`src/rtl/f_fetch_unit_pkg.sv`:
```
// -----------------------------------------------------------------------------
// mips_defs : constants and types shared by the F stage and its neighbours.
//   - CP0 exception codes (EXC_*)
//   - fetch address map (PC_RESET, EXC_ENTRY, TEXT_LO, TEXT_HI)
//   - handler-mode state enum
//   - fetch_addr_err(): fetch address error (AdEL) predicate
// -----------------------------------------------------------------------------
package mips_defs;

   localparam logic [4:0]  EXC_NONE  = 5'd0;
   localparam logic [4:0]  EXC_INT   = 5'd0;
   localparam logic [4:0]  EXC_ADEL  = 5'd4;
   localparam logic [4:0]  EXC_ADES  = 5'd5;
   localparam logic [4:0]  EXC_RI    = 5'd10;
   localparam logic [4:0]  EXC_OV    = 5'd12;

   localparam logic [31:0] PC_RESET  = 32'h0000_3000;
   localparam logic [31:0] EXC_ENTRY = 32'h0000_4180;
   localparam logic [31:0] TEXT_LO   = 32'h0000_3000;
   localparam logic [31:0] TEXT_HI   = 32'h0000_6FFC;

   typedef enum logic {
      ST_NORMAL  = 1'b0,
      ST_HANDLER = 1'b1
   } handler_state_e;

   // A fetch is illegal when misaligned or outside the text segment.
   function automatic logic fetch_addr_err(input logic [31:0] addr);
      return (addr[1:0] != 2'b00) || (addr < TEXT_LO) || (addr > TEXT_HI);
   endfunction

endpackage

```
`src/rtl/f_fetch_unit_if.sv`:
```
// -----------------------------------------------------------------------------
// f_fetch_unit_if : instruction-memory bus plus the F/D stage outputs.
//   imem_addr  : fetch address to instruction memory
//   imem_rdata : instruction word at imem_addr (combinational read)
//   F_pc, F_instr, F_exc, F_bd : fetched instruction bundle for the D stage
// modport master : the fetch unit (drives address and F/D bundle)
// modport slave  : memory / D stage side (returns the instruction word)
// -----------------------------------------------------------------------------
interface f_fetch_unit_if;

   logic [31:0] imem_addr;
   logic [31:0] imem_rdata;
   logic [31:0] F_pc;
   logic [31:0] F_instr;
   logic [4:0]  F_exc;
   logic        F_bd;

   modport master (
      output imem_addr,
      input  imem_rdata,
      output F_pc,
      output F_instr,
      output F_exc,
      output F_bd
   );

   modport slave (
      input  imem_addr,
      output imem_rdata,
      input  F_pc,
      input  F_instr,
      input  F_exc,
      input  F_bd
   );

endinterface

```
`src/rtl/f_fetch_unit_npc_sel.sv`:
```
// -----------------------------------------------------------------------------
// f_npc_sel : combinational next-PC priority mux.
//   Priority: req (exception entry) > eret (to epc) > D redirect > pc+4 > hold.
//   Ports: pc, en, req, eret, epc, d_redirect, d_target in; npc out.
// -----------------------------------------------------------------------------
module f_npc_sel
   import mips_defs::*;
(
   input  logic [31:0] pc,
   input  logic        en,
   input  logic        req,
   input  logic        eret,
   input  logic [31:0] epc,
   input  logic        d_redirect,
   input  logic [31:0] d_target,
   output logic [31:0] npc
);

   // Next-PC selection; req overrides a stall, everything else waits for en.
   always_comb begin
      npc = pc;
      if (req) begin
         npc = EXC_ENTRY;
      end else if (en) begin
         if (eret) begin
            npc = epc;
         end else if (d_redirect) begin
            npc = d_target;
         end else begin
            npc = pc + 32'd4;   // wraps mod 2^32
         end
      end else begin
         npc = pc;
      end
   end

endmodule

```
`src/rtl/f_fetch_unit.sv`:
```
// -----------------------------------------------------------------------------
// f_fetch_unit : F stage of the 5-stage MIPS pipeline.
//   clk, reset       : clock, asynchronous active-high reset
//   en               : 1 = advance PC, 0 = stall
//   req              : CP0 exception/interrupt request (flush + redirect)
//   eret, epc        : ERET in D and the CP0 EPC it returns to
//   d_redirect       : D-stage branch taken / jump, target on d_target
//   d_is_cti         : D holds a branch/jump, so F holds its delay slot
//   bus (master)     : imem_addr/imem_rdata and F_pc/F_instr/F_exc/F_bd
//   in_handler       : 1 between exception entry and ERET
//   fetch_cnt        : fetches accepted by the pipeline (debug)
// -----------------------------------------------------------------------------
module f_fetch_unit
   import mips_defs::*;
(
   input  logic                  clk,
   input  logic                  reset,
   input  logic                  en,
   input  logic                  req,
   input  logic                  eret,
   input  logic [31:0]           epc,
   input  logic                  d_redirect,
   input  logic [31:0]           d_target,
   input  logic                  d_is_cti,
   f_fetch_unit_if.master        bus,
   output logic                  in_handler,
   output logic [31:0]           fetch_cnt
);

   logic [31:0]    pc_r;
   logic [31:0]    npc_s;
   logic           adel_s;
   handler_state_e state_r;
   logic [31:0]    fetch_cnt_r;

   f_npc_sel u_npc_sel (
      .pc         (pc_r),
      .en         (en),
      .req        (req),
      .eret       (eret),
      .epc        (epc),
      .d_redirect (d_redirect),
      .d_target   (d_target),
      .npc        (npc_s)
   );

   assign adel_s = fetch_addr_err(pc_r);

   // PC register.
   always_ff @(posedge clk or posedge reset) begin
      if (reset) begin
         pc_r <= PC_RESET;
      end else begin
         pc_r <= npc_s;
      end
   end

   // Handler-mode FSM; a simultaneous req keeps us in HANDLER.
   always_ff @(posedge clk or posedge reset) begin
      if (reset) begin
         state_r <= ST_NORMAL;
      end else begin
         case (state_r)
            ST_NORMAL:  state_r <= req ? ST_HANDLER : ST_NORMAL;
            ST_HANDLER: state_r <= (eret && en && !req) ? ST_NORMAL : ST_HANDLER;
            default:    state_r <= ST_NORMAL;
         endcase
      end
   end

   // Retired-fetch counter: only fetches that really enter the pipeline.
   always_ff @(posedge clk or posedge reset) begin
      if (reset) begin
         fetch_cnt_r <= 32'd0;
      end else if (en && !req && !adel_s && !eret) begin
         fetch_cnt_r <= fetch_cnt_r + 32'd1;
      end else begin
         fetch_cnt_r <= fetch_cnt_r;
      end
   end

   // F/D bundle. F_pc keeps the real pc even when nullified so EPC capture
   // downstream sees the faulting address; ERET has no delay slot, so the
   // word fetched behind it is dropped and never marked as a delay slot.
   always_comb begin
      bus.imem_addr = pc_r;
      bus.F_pc      = pc_r;
      bus.F_exc     = adel_s ? EXC_ADEL : EXC_NONE;
      bus.F_bd      = d_is_cti && !eret;
      if (adel_s || eret || req) begin
         bus.F_instr = 32'd0;
      end else begin
         bus.F_instr = bus.imem_rdata;
      end
   end

   assign in_handler = (state_r == ST_HANDLER);
   assign fetch_cnt  = fetch_cnt_r;

endmodule

```
`src/flat_wrapper.sv`:
```
// flat-port wrapper written by rule: the top's interface ports become plain ports
module f_fetch_unit_flat import mips_defs::*;
  (clk, reset, en, req, eret, epc, d_redirect, d_target, d_is_cti, in_handler, fetch_cnt, bus_imem_addr, bus_imem_rdata, bus_F_pc, bus_F_instr, bus_F_exc, bus_F_bd);
  f_fetch_unit_if bus_i ();
  input  logic clk;
  input  logic reset;
  input  logic en;
  input  logic req;
  input  logic eret;
  input  logic [31:0] epc;
  input  logic d_redirect;
  input  logic [31:0] d_target;
  input  logic d_is_cti;
  output logic in_handler;
  output logic [31:0] fetch_cnt;
  output wire logic [$bits(bus_i.imem_addr)-1:0] bus_imem_addr;
  input wire logic [$bits(bus_i.imem_rdata)-1:0] bus_imem_rdata;
  output wire logic [$bits(bus_i.F_pc)-1:0] bus_F_pc;
  output wire logic [$bits(bus_i.F_instr)-1:0] bus_F_instr;
  output wire logic [$bits(bus_i.F_exc)-1:0] bus_F_exc;
  output wire logic [$bits(bus_i.F_bd)-1:0] bus_F_bd;
  assign bus_imem_addr = bus_i.imem_addr;
  assign bus_i.imem_rdata = bus_imem_rdata;
  assign bus_F_pc = bus_i.F_pc;
  assign bus_F_instr = bus_i.F_instr;
  assign bus_F_exc = bus_i.F_exc;
  assign bus_F_bd = bus_i.F_bd;
  f_fetch_unit u_core (.clk(clk), .reset(reset), .en(en), .req(req), .eret(eret), .epc(epc), .d_redirect(d_redirect), .d_target(d_target), .d_is_cti(d_is_cti), .bus(bus_i), .in_handler(in_handler), .fetch_cnt(fetch_cnt));
endmodule
```
`config.mk`:
```
export PLATFORM = sky130hd
export DESIGN_NAME = f_fetch_unit_flat
export DESIGN_NICKNAME = d
export VERILOG_FILES = /design/src/rtl/f_fetch_unit_pkg.sv /design/src/rtl/f_fetch_unit_if.sv /design/src/rtl/f_fetch_unit_npc_sel.sv /design/src/rtl/f_fetch_unit.sv /design/src/flat_wrapper.sv
export SDC_FILE = /design/constraint.sdc
export NUM_CORES = 1
export LEC_CHECK = 0
export ABC_AREA = 1
export BUFFER_PORTS_ARGS = -buffer_cell sky130_fd_sc_hd__buf_2
export CAP_MARGIN = 40
export CORE_MARGIN = 8
export CORE_UTILIZATION = 32
export CTS_BUF_LIST = sky130_fd_sc_hd__clkbuf_4
export CTS_CLUSTER_SIZE = 8
export DETAILED_ROUTE_END_ITERATION = 8
export MAX_ROUTING_LAYER = met4
export PLACE_DENSITY_LB_ADDON = 0.08
export SETUP_SLACK_MARGIN = 0.4
export SYNTH_ARGS = -nofsm -noshare
export SYNTH_HDL_FRONTEND = slang
export SYNTH_SLANG_ARGS = --single-unit
```
`constraint.sdc`:
```
create_clock -name clk -period 2.1 [get_ports clk]
set_input_delay 0.42 -clock clk [delete_from_list [all_inputs] [get_ports clk]]
set_output_delay 0.42 -clock clk [all_outputs]
set_load 0.02 [all_outputs]
```
==> qor.yml, run 1 <==
route:
  dr.pass1.iters: 5
  drt_first_iter_violations: 331
  routedWlPerCell_um: 15.9
  detail-route-antenna-nets: 0
  vias: 6658
  drc: 0
  wirelength_mm: 22.2
  viasPerCell: 4.75
synth:
  synth_edf_count: 0
  yosys-top-cells-area: "dfrtp_1, nand2_1, nor2_1"
  synth-xor-area-share: 0.0223
  muxShareOfSynthArea: 0
  yosysMostFrequentCell: "nand2_1"
  ys_ff_latch: 65
  netlist_instances: 911
  synth_area_sq_um: 5500
  post_synth_num_cell_types: 37
  yosysWarningCount: 0
  synth_fa_ha_area_frac: 0.00455
  synth-simple-area-share: 0.434
  synth.top_cell.area_share: 0.287
  ys_seq_area_frac: 0.296
  synth_common_cells: "nand2_1, nor2_1, inv_1"
  synth_compound_area_frac: 0.0865
  ys.flop_type: "dfrtp_1"
  synth_top_cell_by_area: "dfrtp_1"
  syn_area_per_cell_sq_um: 6.03
  ys_async_sr_fraction: 1.00
  synth_top_family_by_area: "simple AND/OR/NAND/NOR gates"
sta:
  fin_hold_ws_ns: 0.222
  max_freq_mhz: 412
  rsz0062_at_grt: "true"
  worst_slack_ns: -0.324
  final.setup_skew_ns: 0.0234
  slew_violations: 0
  post-route-period-util: 1.15
  tightestPinTransition_ns: 0.522
  finalHoldViolCount: 0
  finalSetupViolCount: 35
  max_slew_margin: 0.652
  fin_crit_ns: 2.42
cts:
  cts.sink_count: 65
  cts_tree: "yes"
  path_clk_slew_ns: 0.11
  cts-buffers-inserted: 9
  htree_num_levels: 3
  clockBufferDepth: 2
  clk_latency_ns: 0.44
  clock-root-buffer: "clkbuf_4"
floorplan:
  core_area_sq_um: 17100
  die-area_sq_um: 21600
  fp.dieW_um: 147
  core.rowCount: 48
  initial_core_util: 0.322
  die_height_um: 147
  num_io_pins: 238
grt:
  grtUsageTotal: 0.202
  grt_overflow_total: 0
  grt_pass1_vias: 6450
  grt_max_degree: 38
  antenna_found_initial: 0
  grt_pass1_wl_mm: 34.4
critical_path:
  end_kind: "primary output"
  worstReg2RegEnd: "u_core.fetch_cnt[22]$_DFFE_PP0P_"
  rr_worst_depth: 14
  arrival_ns: 2.00
  cp.required_ns: 1.68
  r2r_slack_ns: 0
  path_class: "flop to primary output"
  critical_path.startpoint: "u_core.bus.F_pc[13]$_DFFE_PP1P_"
  start_kind: "flop"
  crit_end: "bus_F_instr[6]"
  r2r_start: "u_core.bus.F_pc[13]$_DFFE_PP1P_"
  crit_fanout: 8
placed_design:
  pre_cts_ws_ns: 0.0634
  portBuffers: 233
  hpwlAfterDp_mm: 16.9
  gp_congestion: 0.895
  placed_area_sq_um: 7270
outcome:
  violations: "negative setup slack"
  status: "complete, but fails checks"
final_layout:
  regArea_sq_um: 1650
  fillers: 1792
  utilization: 0.493
  final_area_sq_um: 8410
  layout-drive-gt1-share: 0.405
  fin_nets: 1277
  syn_to_final_growth_pct: 53.1
  n_antenna_cell: 0
  multiInputGateArea_sq_um: 3680
power_and_ir_drop:
  p_leak_uw: 0.00437
  irDropWorstVdd_uv: 250
  power_density_nw_per_um2: 410
hold_path:
  hold_depth: 3
  min_path_type: "input pin to flop"
run:
  maxCapViolCount: 0
[registers in the layout, summed over array words and instances (netlist names)]
signal,count
u_core.bus.F_pc,32
u_core.fetch_cnt,32
u_core.in_handler,1
[worst min path at each step]
stage                       start                         endpoint  slack [ns]
final                     epc[10]  u_core.bus.F_pc[10]$_DFFE_PP0P_        0.22
after global routing      epc[10]  u_core.bus.F_pc[10]$_DFFE_PP0P_        0.20
after CTS                 epc[10]  u_core.bus.F_pc[10]$_DFFE_PP0P_        0.19
after detailed placement    reset   u_core.bus.F_pc[7]$_DFFE_PP0P_        0.43
after global placement      reset   u_core.bus.F_pc[7]$_DFFE_PP0P_        0.43
after floorplan               req      u_core.in_handler$_DFF_PP0_        0.51
[power breakdown]
| part | leakage (uW) | total, uW | internal, uW | switching [uW] |
|---|---|---|---|---|
| Clock | 0.0000790 | 972 | 479 | 493 |
| Combinational | 0.00345 | 1080 | 425 | 654 |
| Sequential | 0.000849 | 1400 | 1320 | 83.1 |
| Total | 0.00437 | 3450 | 2220 | 1230 |
[routing by layer]
metal  vias to the layer above  GRT usage  share of wire
li1                       3344          -              -
met1                      3082      0.272           0.49
met2                       216      0.308           0.44
met3                        16     0.0351          0.053
met4                         0     0.0500          0.011
met5                         -          -              0
[layout by cell type (no fill, tap or decap), drive strengths merged, types with 4 or more instances in the layout]
cell,count
nand2,274
nand3,52
clkinv,4
nand4,25
o211ai,4
conb,4
a21oi,37
inv,109
buf,310
clkbuf,14
nor2,179
nand3b,14
o21ai,43
dfrtp,63
xor2,12
nor3,14
[worst max-delay path, cell delays in order (launching register included)]
cell	delay, ns
dfstp_2	0.56
nand2_4	0.07
inv_4	0.06
nand2_2	0.04
o21ai_2	0.05
nand2_2	0.09
nor2_4	0.16
nand2_4	0.13
clkbuf_16	0.21
nor2_4	0.09
buf_6	0.12
[per-stage QoR]
stage               TNS (ns)  std cells  power, uW
global route          -14.70       1401       3650
finish                 -9.79       1401       3450
detailed placement         0       1359       2390
global placement           0       1359       2390
CTS                    -9.89       1387       3450
floorplan                  0        914       2020
[cell families (layout without fill, tap and decap cells)]
group                      count (synthesis)  count (layout)
and+or+nand+nor                          560             560
AOI/OAI and AO/OA                         90              90
DFF                                       65              65
xor gates and xnor gates                  14              14
other                                      1               4
adders and majority gates                  2               2
buffers and inverters                    179             441
[layout make-up]
type	count	area share
multi-input cells	670	0.438
repair buffers	315	0.266
flip-flops and latches	65	0.196
inverters	111	0.0503
well taps	225	0.0335
clock buffers	10	0.00892
clock inverters	5	0.00848
[timing repair]
item,4_1_cts,5_1_grt
gates cloned,0,6
hold buffers,1,0
pin swaps,23,34
gates resized for setup,153,66
endpoints found under the setup margin,84,91
endpoints found under the hold margin,11,0
buffers inserted,12,8
Note: power is estimated with default switching activity, not from simulation.
==> inputs of run 2 (changes only) <==
- SYNTH_HIERARCHICAL: unset -> 1
- clock period: 2.1 -> 2.3 ns (I/O delays scaled with it)
==> run 2 against run 1 <==
Compared with the run above:
- the run still ends with negative setup slack left
- critical endpoint is now bus_F_instr[1]
- critical path type unchanged
- synthesized cell count is 2.9% lower
- wire length is 1.5% lower
- register-to-register slack improved by 0.30 ns
- highest routed layer unchanged
- worst hold slack improved by 0.039 ns
==> qor.yml, run 2 <==
outcome:
  status: "complete, but fails checks"
  violations: "negative setup slack"
synth:
  ys.flop_type: "dfrtp_1"
  yosysMostFrequentCell: "nand2_1"
  synth.top_cell.area_share: 0.282  # -0.00450
  yosysWarningCount: 6  # +6
  netlist_instances: 885  # -2.9%
  synth_top_cell_by_area: "dfrtp_1"
  syn_area_per_cell_sq_um: 6.31  # +4.6%
  synth_fa_ha_area_frac: 0.00448  # -0.0000714
  post_synth_num_cell_types: 40  # +8.1%
  synth_compound_area_frac: 0.110  # +0.0240
  synth-xor-area-share: 0.0423  # +0.0200
  synth_common_cells: "nand2_1, nor2_1, inv_1"
  synth_area_sq_um: 5580  # +1.6%
  synth_edf_count: 0  # unchanged
  yosys-top-cells-area: "dfrtp_1, nand2_1, nor2_1"
  muxShareOfSynthArea: 0  # unchanged
  ys_ff_latch: 65  # unchanged
  ys_seq_area_frac: 0.292  # -0.00465
  synth_top_family_by_area: "simple AND/OR/NAND/NOR gates"
  synth-simple-area-share: 0.397  # -0.0371
  ys_async_sr_fraction: 1.00  # unchanged
power_and_ir_drop:
  p_comb_frac: 0.298  # -0.014
  pwr-share-clk: 0.274  # -0.008
  power_density_nw_per_um2: 365  # -11%
  p_leak_uw: 0.00403  # -7.8%
  p_int_uw: 1860  # -16%
  switchingPower_uw: 1030  # -16%
  pwr-share-seq: 0.428  # +0.022
  irDropWorstVdd_uv: 195  # -22%
  power.share.switching: 0.357  # +0.000703
placed_design:
  hpwlAfterDp_mm: 16.9  # -0.25%
  portBuffers: 233  # unchanged
  pre_cts_ws_ns: 0.216  # +0.152 ns
  gp_congestion: 0.844  # -5.7%
final_layout:
  fin_nets: 1234  # -3.4%
  utilization: 0.462  # -0.0314
  fillers: 1836  # +2.5%
  layout-drive-gt1-share: 0.373  # -0.0317
  final_common_cell: "nand2_1"
  final_cell_mix: "nand2_1, buf_2, inv_1, nor2_1, dfrtp_1"
  multiInputGateArea_sq_um: 3480  # -5.4%
  syn_to_final_growth_pct: 42.1
  regArea_sq_um: 1630  # -0.76%
grt:
  antenna_found_initial: 1  # +1
  grt_max_degree: 34  # -11%
  grt_pass1_wl_mm: 34.4  # about the same
  grt_overflow_total: 0  # unchanged
  grtUsageTotal: 0.202  # about the same
  grt_pass1_vias: 6251  # -3.1%
critical_path:
  start_kind: "flop"
  path_class: "flop to primary output"
  cp.required_ns: 1.84  # +0.16 ns
  crit_fanout: 8  # unchanged
  end_kind: "primary output"
  arrival_ns: 1.98  # -0.02 ns
route:
  detail-route-antenna-nets: 0  # unchanged
  drt_first_iter_violations: 325  # -1.8%
  routedWlPerCell_um: 16.1  # +1.5%
  dr.pass1.iters: 4  # -1
  wirelength_mm: 21.9  # -1.5%
  vias: 6297  # -5.4%
  drc: 0  # unchanged
  viasPerCell: 4.63  # -2.6%
floorplan:
  core_area_sq_um: 17200  # +0.70%
  die_height_um: 148  # +0.71%
  initial_core_util: 0.325  # +0.00285
  fp.dieW_um: 148  # +0.71%
  die-area_sq_um: 21900  # +1.4%
  core.rowCount: 48  # unchanged
  num_io_pins: 238  # unchanged
sta:
  max_freq_mhz: 410
  final.setup_skew_ns: 0.0267  # +0.00329 ns
  fin_crit_ns: 2.44
  slew_violations: 0  # unchanged
  finalSetupViolCount: 33  # -5.7%
  finalHoldViolCount: 0  # unchanged
  rsz0062_at_grt: "true"
  tightestPinTransition_ns: 0.525  # +0.00266 ns
  finalSetupTns_ns: -3.55  # +6.24 ns
  max_slew_margin: 0.649  # -0.00268
  worst_slack_ns: -0.138  # +0.187 ns
  post-route-period-util: 1.06
cts:
  clockBufferDepth: 2  # unchanged
  htree_num_levels: 3  # unchanged
  cts-buffers-inserted: 9  # unchanged
  cts.sink_count: 65  # unchanged
  cts_tree: "yes"
  clock-root-buffer: "clkbuf_4"
  path_clk_slew_ns: 0.13  # +0.02 ns
  clk_latency_ns: 0.42  # -0.02 ns
hold_path:
  min_path_type: "input pin to flop"
run:
  maxCapViolCount: 0  # unchanged
==> run 2: cell count changes after synthesis, sizes merged, moves of 8 or more <==
| cell | previous run | this run |
|---|---|---|
| a21oi | 37 | 62 |
| or2 | 0 | 8 |
| nor2 | 179 | 163 |
| nand2 | 274 | 245 |
| nand3 | 52 | 42 |
==> run 2: power by group through the flow <==
stage / Sequential [uW] / Clock (uW) / Combinational [uW]
after floorplan: 1340 / 0 / 450
after global placement: 1260 / 0 / 837
after detailed placement: 1260 / 0 / 836
after CTS: 1240 / 829 / 849
after global routing: 1250 / 875 / 952
final: 1240 / 794 / 865
==> run 2: per-stage QoR <==
step	cells	hold WS, ns	total power [uW]	instance area (sq um)
CTS	1350	0.228	2910	7730
finish	1360	0.262	2900	7930
floorplan	888	0.552	1790	5880
detailed placement	1322	0.460	2100	7190
global placement	1322	0.466	2090	7190
global route	1360	0.245	3080	7930
==> run 2: worst paths after layout <==
path / from / endpoint / slack [ns] / depth (start not counted)
worst min register to register: u_core/fetch_cnt[29]$_DFFE_PP0P_ / u_core/fetch_cnt[29]$_DFFE_PP0P_ / 0.50 / 2
worst max register to register: u_core/bus.F_pc[13]$_DFF_PP1_ / u_core/fetch_cnt[29]$_DFFE_PP0P_ / 0.30 / 13
worst min-delay path: epc[8] / u_core/bus.F_pc[8]$_DFF_PP0_ / 0.26 / 3
max in group asynchronous: reset / u_core/bus.F_pc[12]$_DFF_PP1_ / 1.10 / 4
worst max-delay path: u_core/bus.F_pc[13]$_DFF_PP1_ / bus_F_instr[1] / -0.14 / 8
min in group asynchronous: reset / u_core/bus.F_pc[6]$_DFF_PP0_ / 0.54 / 3
==> run 2: layout make-up <==
type,instances,area share
Multi-Input combinational cell,644,0.439
Inverter,116,0.0554
Antenna cell,1,0.000315
Clock buffer,12,0.0114
Sequential cell,65,0.206
Clock inverter,4,0.00552
Tap cell,225,0.0355
Timing Repair Buffer,293,0.247
==> run 2: per-layer routing <==
layer,share of wire,routed length (um),vias to the layer above,track usage
met5,0,0,-,-
met4,0.0053,116,0,0.0337
met3,0.062,1360,11,0.0356
met2,0.45,9910,188,0.318
met1,0.48,10500,2878,0.270
li1,-,-,3220,-
==> run 2: cells by family after synthesis <==
| logic type | Yosys count |
|---|---|
| and+or+nand+nor | 497 |
| buffers and inverters | 180 |
| AOI/OAI and AO/OA | 113 |
| other | 1 |
| DFF | 65 |
| adders and majority gates | 2 |
| xor gates and xnor gates | 27 |
==> run 2: critical path, stage by stage, from the launching register on <==
cell,delay (ns)
dfstp_2,0.55
nand2_2,0.07
nand2_2,0.05
nand4_1,0.15
nor2_4,0.20
nand2_8,0.12
buf_16,0.20
nor2_4,0.09
buf_6,0.13
==> run 2: what timing repair did <==
item / CTS / global route
cloned: 4 / 0
resized for setup: 81 / 34
pin swaps: 5 / 15
setup buffers: 7 / 9
hold buffers: 1 / 0
setup endpoints to repair: 43 / 81
hold endpoints to repair: 10 / 0
==> inputs of run 3 (changes only) <==
- CORE_ASPECT_RATIO: unset -> 0.5
==> run 3 against run 2 <==
Compared with the run above:
- the flow still finishes with violations (negative setup slack)
- highest routed layer unchanged
- worst setup slack worse by 0.0082 ns
- combinational power is 0.6% lower
- final cell count is 0.22% higher
- global-route usage is 1.7 points lower
- critical endpoint is now bus_F_instr[20]
- sequential share of layout area hardly changed
- critical path type unchanged
- via count is 0.49% higher
==> qor.yml, run 3 (synthesized netlist as in run 2, its figures left out) <==
floorplan:
  die_height_um: 109  # -26%
  num_io_pins: 238  # unchanged
  die-area_sq_um: 22200  # +1.2%
  core_area_sq_um: 17200  # +0.31%
  fp.dieW_um: 203  # +37%
  core.rowCount: 34  # -29%
  initial_core_util: 0.324  # -0.000992
grt:
  grt_pass1_vias: 6136  # -1.8%
  grtUsageTotal: 0.184  # -0.0173
  grt_max_degree: 47  # +38%
  antenna_found_initial: 0  # -1
  grt_overflow_total: 0  # unchanged
  grt_pass1_wl_mm: 32.0  # -7.1%
sta:
  final.setup_skew_ns: 0.0207  # -0.00600 ns
  max_slew_margin: 0.629  # -0.0198
  post-route-period-util: 1.06  # +0.00357
  fin_crit_ns: 2.45  # +0.00822 ns
  rsz0062_at_grt: "true"
  worst_slack_ns: -0.146  # -0.00822 ns
  fin_hold_ws_ns: 0.0695  # -0.192 ns
  max_freq_mhz: 409  # -0.34%
  slew_violations: 0  # unchanged
  finalSetupViolCount: 33  # unchanged
  finalHoldViolCount: 0  # unchanged
  tightestPinTransition_ns: 0.555  # +0.0305 ns
cts:
  clk_latency_ns: 0.43  # about the same
  clock-root-buffer: "clkbuf_4"
  path_clk_slew_ns: 0.12  # about the same
  htree_num_levels: 3  # unchanged
  clockBufferDepth: 2  # unchanged
  cts-buffers-inserted: 9  # unchanged
  cts_tree: "yes"
  cts.sink_count: 65  # unchanged
critical_path:
  worstReg2RegEnd: "u_core/fetch_cnt[28]$_DFFE_PP0P_"
  rr_worst_depth: 12  # -1
  end_kind: "primary output"
  path_class: "flop to primary output"
  cp.required_ns: 1.84  # about the same
  arrival_ns: 1.99  # about the same
  crit_fanout: 8  # unchanged
  r2r_start: "u_core/bus.F_pc[13]$_DFF_PP1_"
  critical_path.startpoint: "u_core/bus.F_pc[13]$_DFF_PP1_"
  start_kind: "flop"
  crit_end: "bus_F_instr[20]"
  r2r_slack_ns: 0.31  # about the same
final_layout:
  n_antenna_cell: 0  # -1
  layout-drive-gt1-share: 0.374  # +0.000766
  final_cell_mix: "nand2_1, buf_2, inv_1, nor2_1, dfrtp_1"
  utilization: 0.460  # -0.00177
  syn_to_final_growth_pct: 41.9  # about the same
  final_common_cell: "nand2_1"
  final_area_sq_um: 7930  # about the same
  fin_nets: 1229  # -0.41%
route:
  drt_first_iter_violations: 331  # +1.8%
  vias: 6328  # +0.49%
  drc: 0  # unchanged
  detail-route-antenna-nets: 0  # unchanged
  routedWlPerCell_um: 15.7  # -2.7%
  viasPerCell: 4.64  # +0.27%
  wirelength_mm: 21.4  # -2.5%
  dr.pass1.iters: 4  # unchanged
placed_design:
  placed_area_sq_um: 7220  # +0.50%
  hpwlAfterDp_mm: 16.5  # -1.9%
  portBuffers: 233  # unchanged
  gp_congestion: 0.844  # about the same
outcome:
  status: "complete, but fails checks"
  violations: "negative setup slack"
run:
  maxCapViolCount: 0  # unchanged
power_and_ir_drop:
  irDropWorstVdd_uv: 196  # +0.89%
  p_leak_uw: 0.00401  # -0.70%
  power_density_nw_per_um2: 367  # +0.38%
hold_path:
  min_path_type: "input pin to async pin"
[run 3: cell count changes in the layout (fill, tap and decap cells not counted), sizes merged]
cell	delta
clkinvlp	+1
dlygate4sd3	-1
diode	-1
buf	-7
clkinv	+1
clkbuf	+1
[run 3: cell type report]
type | count | area (sq um)
clock inverters | 6 | 58.8
repair buffers | 288 | 1910
well taps | 234 | 293
flip-flops and latches | 65 | 1630
fillers | 1796 | 9300
inverters | 116 | 439
clock buffers | 10 | 75.1
multi-input cells | 644 | 3510
[run 3: metal layers]
layer	routed length [um]	track usage
met1	9470	0.216
met2	10700	0.334
met3	1030	0.0371
met4	180	0.0262
met5	0	-
[run 3: how the worst min path moves through the flow]
stage	to	slack [ns]	startpoint
after global routing	u_core/fetch_cnt[10]$_DFFE_PP0P_	0.07	reset
final	u_core/fetch_cnt[15]$_DFFE_PP0P_	0.07	reset
after floorplan	u_core/in_handler$_DFF_PP0_	0.55	req
after global placement	u_core/in_handler$_DFF_PP0_	0.46	u_core/in_handler$_DFF_PP0_
after detailed placement	u_core/in_handler$_DFF_PP0_	0.47	u_core/in_handler$_DFF_PP0_
after CTS	u_core/fetch_cnt[4]$_DFFE_PP0P_	0.05	reset
[run 3: worst max-delay path, cell delays in order, from the launching register on]
cell       delay (ns)
dfstp_2          0.55
nand2_2          0.07
nand2_1          0.05
nand4_1          0.15
nor2_4           0.22
nand2_8          0.11
clkbuf_16        0.20
nor2_4           0.09
buf_6            0.12
[run 3: what timing repair did]
action,in CTS,in global routing
hold buffers,0,0
setup buffers,5,7
gates cloned,1,3
pin swaps,1,11
endpoints found under the setup margin,59,68
gates resized for setup,80,34
hold endpoints to repair,0,0
[run 3: metrics by stage]
step           setup WS, ns  setup TNS [ns]  cells  power [uW]
3_5_place_dp          0.101               0   1331        2090
5_1_grt              -0.248           -7.21   1363        3080
2_1_floorplan         0.320               0    888        1790
3_3_place_gp          0.136               0   1331        2090
4_1_cts              -0.225           -6.10   1353        2920
6_report             -0.146           -3.77   1363        2910
[run 3: report_power, final]
part	switching [uW]	internal [uW]	total [uW]	leakage [uW]
clock network	464	337	800	0.0000715
logic	544	316	860	0.00310
registers	55.4	1190	1250	0.000829
total	1060	1840	2910	0.00401
